**src/rtl/image_pkg.sv**
```systemverilog
// Shared types and helpers for the image selection path.
// Holds FSM/request encodings, default sizing and the wrap-around index step.
package image_pkg;

    typedef enum logic [1:0] {
        IDLE = 2'd0,
        LOAD = 2'd1,
        SWAP = 2'd2
    } state_t;

    typedef enum logic [1:0] {
        NONE = 2'd0,
        NEXT = 2'd1,
        PREV = 2'd2
    } req_t;

    localparam int DEF_NUM_IMAGES = 4;
    localparam int DEF_IDX_W      = 2;

    // Step an index one position in the requested direction, wrapping at both ends.
    function automatic int unsigned wrap_step(input int unsigned idx,
                                              input req_t        req,
                                              input int unsigned num);
        case (req)
            NEXT:    return (idx == num - 32'd1) ? 32'd0 : idx + 32'd1;
            PREV:    return (idx == 32'd0) ? num - 32'd1 : idx - 32'd1;
            default: return idx;
        endcase
    endfunction

endpackage

```
**src/rtl/slide_timer.sv**
```systemverilog
// Auto-advance frame counter: counts frame_start while enabled, pulses expire on the last frame.
// expire is combinational in the expiring frame_start cycle; clear wins over both count and expiry.
module slide_timer #(
    parameter int AUTO_FRAMES = 120,
    parameter int CNT_W       = 8
) (
    input  logic clk,
    input  logic reset_n,
    input  logic enable,
    input  logic clear,
    input  logic frame_start,
    output logic expire
);

    localparam logic [CNT_W-1:0] LAST = CNT_W'(AUTO_FRAMES - 1);

    logic [CNT_W-1:0] cnt;

    assign expire = enable && frame_start && !clear && (cnt == LAST);

    always_ff @(posedge clk or negedge reset_n) begin
        if (!reset_n) begin
            cnt <= '0;
        end else if (clear || expire) begin
            cnt <= '0;
        end else if (enable && frame_start) begin
            cnt <= cnt + CNT_W'(1);
        end
    end

endmodule

```
**src/rtl/image_sequencer.sv**
```systemverilog
// Image selection FSM: turns next/prev/auto events into loader requests and tear-free display swaps.
// Pulse to load_req is 1 cycle; load_req/load_index hold until load_ready, one request is queued while busy.
module image_sequencer
    import image_pkg::*;
#(
    parameter int NUM_IMAGES  = DEF_NUM_IMAGES,
    parameter int IDX_W       = DEF_IDX_W,
    parameter int AUTO_FRAMES = 120,
    parameter int CNT_W       = 8
) (
    input  logic             clk,
    input  logic             reset_n,
    input  logic             next_pulse,
    input  logic             prev_pulse,
    input  logic             auto_toggle,
    input  logic             frame_start,
    input  logic             load_ready,
    output logic             load_req,
    output logic [IDX_W-1:0] load_index,
    output logic [IDX_W-1:0] display_index,
    output logic             auto_mode,
    output logic             busy
);

    state_t state;
    req_t   pending;
    req_t   manual_req;
    req_t   req;
    req_t   pend_next;
    logic   timer_expire;

    slide_timer #(
        .AUTO_FRAMES (AUTO_FRAMES),
        .CNT_W       (CNT_W)
    ) u_slide_timer (
        .clk         (clk),
        .reset_n     (reset_n),
        .enable      (auto_mode && (state == IDLE)),
        .clear       (auto_toggle || next_pulse || prev_pulse),
        .frame_start (frame_start),
        .expire      (timer_expire)
    );

    // Opposing manual pulses cancel; any manual pulse shadows a timer expiry.
    always_comb begin
        manual_req = NONE;
        if (next_pulse && !prev_pulse) begin
            manual_req = NEXT;
        end else if (prev_pulse && !next_pulse) begin
            manual_req = PREV;
        end
        req = manual_req;
        if (manual_req == NONE && timer_expire) begin
            req = NEXT;
        end
        pend_next = (req != NONE) ? req : pending;
    end

    assign busy = (state != IDLE);

    always_ff @(posedge clk or negedge reset_n) begin
        if (!reset_n) begin
            state         <= IDLE;
            pending       <= NONE;
            load_req      <= 1'b0;
            load_index    <= '0;
            display_index <= '0;
            auto_mode     <= 1'b0;
        end else begin
            if (auto_toggle) begin
                auto_mode <= !auto_mode;
            end
            case (state)
                IDLE: begin
                    if (req != NONE) begin
                        load_index <= IDX_W'(wrap_step(32'(display_index), req, NUM_IMAGES));
                        load_req   <= 1'b1;
                        state      <= LOAD;
                    end
                end
                LOAD: begin
                    pending <= pend_next;
                    if (load_ready) begin
                        load_req <= 1'b0;
                        state    <= SWAP;
                    end
                end
                SWAP: begin
                    if (frame_start) begin
                        display_index <= load_index;
                        // A queued request chains straight into the next load, based on the new image.
                        if (pend_next != NONE) begin
                            load_index <= IDX_W'(wrap_step(32'(load_index), pend_next, NUM_IMAGES));
                            load_req   <= 1'b1;
                            pending    <= NONE;
                            state      <= LOAD;
                        end else begin
                            pending <= NONE;
                            state   <= IDLE;
                        end
                    end else begin
                        pending <= pend_next;
                    end
                end
                default: begin
                    state    <= IDLE;
                    load_req <= 1'b0;
                    pending  <= NONE;
                end
            endcase
        end
    end

endmodule
```
**config.mk**
```make
export PLATFORM = sky130hd
export DESIGN_NAME = image_sequencer
export DESIGN_NICKNAME = d
export VERILOG_FILES = /design/src/rtl/image_pkg.sv /design/src/rtl/slide_timer.sv /design/src/rtl/image_sequencer.sv
export SDC_FILE = /design/constraint.sdc
export NUM_CORES = 1
export LEC_CHECK = 0
export CELL_PAD_IN_SITES_DETAIL_PLACEMENT = 0
export CELL_PAD_IN_SITES_GLOBAL_PLACEMENT = 2
export CORE_ASPECT_RATIO = 1.2
export CORE_MARGIN = 5
export CORE_UTILIZATION = 35
export DETAILED_ROUTE_END_ITERATION = 7
export DONT_BUFFER_PORTS = 1
export GPL_ROUTABILITY_DRIVEN = 0
export PLACE_DENSITY_LB_ADDON = 0.08
export SLEW_MARGIN = 30
export SYNTH_ARGS = -nofsm -noshare
export SYNTH_HDL_FRONTEND = slang
export SYNTH_HIERARCHICAL = 1
export SYNTH_SLANG_ARGS = --single-unit
```
**constraint.sdc**
```tcl
create_clock -name clk -period 2.8 [get_ports clk]
set_input_delay 0.28 -clock clk [delete_from_list [all_inputs] [get_ports clk]]
set_output_delay 0.28 -clock clk [all_outputs]
set_load 0.01 [all_outputs]
```
==> results.yml <==
die:
  die_y_um: 74.74
  core.rowCount: 23
  die-width_um: 63.95
  die_area_sq_mm: 0.004780
  core_sq_mm: 0.003367
  io_pins: 14
  initial_core_util_pct: 36.31
timing:
  setup_tns_ns: 0
  slew_headroom_pct: 70.61
  setup_viol: 0
  worst_slew_pin_slew_ns: 0.4408
  final-max-slew-violation-count: 0
  hold_violations: 0
  period_share_pct: 94.71
  layout_min_cycle_time_ns: 2.652
  rsz0062_at_grt: "false"
  skew_ns: 0.003277
  fmax_ghz: 0.3771
final_layout:
  drive_gt1_share_pct: 14.07
  stdcell_area_sq_mm: 0.001359
  area.growth.synth_to_final_pct: 11.16
  num_antenna_cells: 0
  nNetsFinal: 155
  nFillCells: 347
critical_path:
  path_class: "reg -> reg"
  crit_fanout: 5
  slowest_delay_ns: 0.42
  end_kind: "flop"
  crit_path_end: "load_index[1]$_DFFE_PN0P_"
  r2r-end: "load_index[1]$_DFFE_PN0P_"
  cp.arrival_ns: 2.79
  worstPathCellList: "inv_1, ha_1, and2_1, and4_2, and3_1, and3b_1, a21o_1, a311oi_2, nand2_2, mux2_4"
  path_depth: 10
  r2r_cells: 10
  r2r_start: "state[0]$_DFFE_PN0P_"
  ff2ff_setup_slack_ns: 0.15
  worst_path_max_delay_cell: "dfrtp_1"
  worst_ep_required_time_ns: 2.94
  crit_buf_inv: 1
  cp-start-kind: "flop"
  startpoint: "state[0]$_DFFE_PN0P_"
  path_delay_family: "simple AND/OR/NAND/NOR gates"
synthesis:
  synth_common_cells: "dfrtp_1 (18), ha_1 (12), inv_1 (12), nand2_1 (10), a21oi_1 (8)"
  synthCells: 128
  synth_seq_cells: 18
  synth_cell_type_count: 47
  netlist_area_sq_mm: 0.001222
  yosysMostFrequentCell: "dfrtp_1"
  ys_seq_area_share_pct: 36.85
  synthFlopType: "dfrtp_1"
  synthArstFlopShare_pct: 100.0
  synthTopCellsByArea: "dfrtp_1 (37%), ha_1 (12%), inv_1 (3.7%)"
  yosys_warnings: 6
  synth_edf_count: 0
  synth.largest_area_cell: "dfrtp_1"
  syn_area_per_cell_sq_um: 9.550
  syn-num-nets: 147
  yosysTopAreaCellShare_pct: 36.85
drt:
  vias_per_cell: 5.593
  totalWireLength_um: 2638
  ant_nets: 0
  vias: 962
  drcViolationCount: 0
  drt_iter0_markers: 34
  drt_first_pass_iters: 4
  detail_route.wl_per_cell_um: 15.34
global_route:
  grt_use_met2_pct: 21.23
  antenna_found_initial: 0
  use_met1_pct: 16.19
  grt_pass1_wl_um: 4871
  use_met3_pct: 2.836
  track_usage_pct: 12.82
  grt_pass1_vias: 1001
  overflow: 0
  grt-busiest-layer: "met2"
  grt_max_degree: 19
clock_network:
  clk_pin_slew_worst_paths_ns: 0.07
  cts_setup_buffers: 0
  clock-root-buffer: "clkbuf_8"
  h-tree-depth: 1
  clkSinkCount: 18
  cts_made_buffers: 3
  cts_buffer_depth: 2
  clkLatencyLatePin_ns: 0.25
  cts_tree: "done"
worst_hold_path:
  hp-class: "in -> reg"
  hp-start: "auto_toggle"
power:
  powerDensity_mw_per_mm2: 840.2
  power_leakage_uw: 0.0006306
  irDropWorstVdd_v: 0.0004029
  power.total_uw: 1142
placed_design:
  placed_area_sq_mm: 0.001282
  hpwl_um: 2060
  portBuffers: 0
run:
  maxCapViolations: 0
run_status:
  outcome: "complete, no violations"
-- cells by family (layout without fill, tap and decap cells) --
logic type               count (synthesis)  in the layout  synth area share (%)
AO/OA/AOI/OAI                           41             41                 24.36
XOR/XNOR                                 4              4                 2.866
adder cells (fa/ha/maj)                 12             12                 12.28
buffers and inverters                   14             21                 4.400
flip-flops                              18             18                 36.85
multiplexers                             3              3                 2.968
AND/OR/NAND/NOR                         36             36                 16.28
-- area by class of cell --
type,instances,area [sq um],share of cell area (%)
clock buffer,4,55.05,4.052
inverter,12,45.04,3.315
timing repair buffer,5,37.54,2.762
tap,37,46.29,3.407
multi-input combinational,96,724.4,53.32
sequential,18,450.4,33.15
-- layout by cell type (no fill, tap or decap), types with 2 or more instances in the layout --
cell type / n
dfrtp_1: 18
inv_1: 12
ha_1: 12
nand2_1: 10
a21oi_1: 8
o21ai_0: 7
nor2_1: 6
nor2b_1: 4
o211ai_1: 4
clkbuf_8: 4
buf_4: 3
nand3_1: 3
a21o_1: 2
o31ai_1: 2
xnor2_1: 2
nand2b_1: 2
xor2_1: 2
or3_2: 2
a311oi_1: 2
-- state kept, by name, indices dropped and copies added, names as in the netlist --
signal             count
u_slide_timer/cnt      8
state                  2
pending                2
load_index             2
auto_mode              1
display_index          2
load_req               1
-- power by group --
part / switching [uW] / total [uW] / leakage, uW / internal [uW]
Combinational: 262 / 502 / 0.000366 / 240
Clock: 88.6 / 214 / 0.0000288 / 125
Sequential: 101 / 426 / 0.000236 / 325
Total: 451 / 1140 / 0.000631 / 691
-- metrics by stage --
stage          util [%]  setup WS [ns]  std cells  hold WS [ns]
6_report          40.36         0.1480        172        0.1054
3_5_place_dp      38.09         0.1624        166      -0.01496
2_1_floorplan         -         0.1814        128      -0.01559
5_1_grt           40.36       0.006760        172       0.08418
4_1_cts           40.02         0.1383        171       0.09435
3_3_place_gp      38.09         0.1578        166      -0.01509
-- routing by layer --
layer / part of all wire (%) / vias up
met5: 0 / -
met4: 1.6 / 0
met3: 3.8 / 5
met2: 48 / 13
met1: 46 / 461
li1: - / 483
-- repair_timing --
item | CTS | global route
hold endpoints to repair | 18 | 18
setup endpoints to repair | 0 | 2
gates resized for setup | 0 | 2
hold buffers | 1 | 1
-- worst min path at each step --
| stage | endpoint | slack [ns] | cells after the start |
|---|---|---|---|
| after floorplan | auto_mode$_DFFE_PN0P_ | -0.02 | 0 |
| after global placement | u_slide_timer/cnt[3]$_DFFE_PN0P_ | -0.02 | 0 |
| after detailed placement | u_slide_timer/cnt[3]$_DFFE_PN0P_ | -0.01 | 0 |
| after CTS | auto_mode$_DFFE_PN0P_ | 0.09 | 1 |
| after global routing | auto_mode$_DFFE_PN0P_ | 0.08 | 1 |
| final | auto_mode$_DFFE_PN0P_ | 0.11 | 1 |
Note: power is estimated with default switching activity, not from simulation.
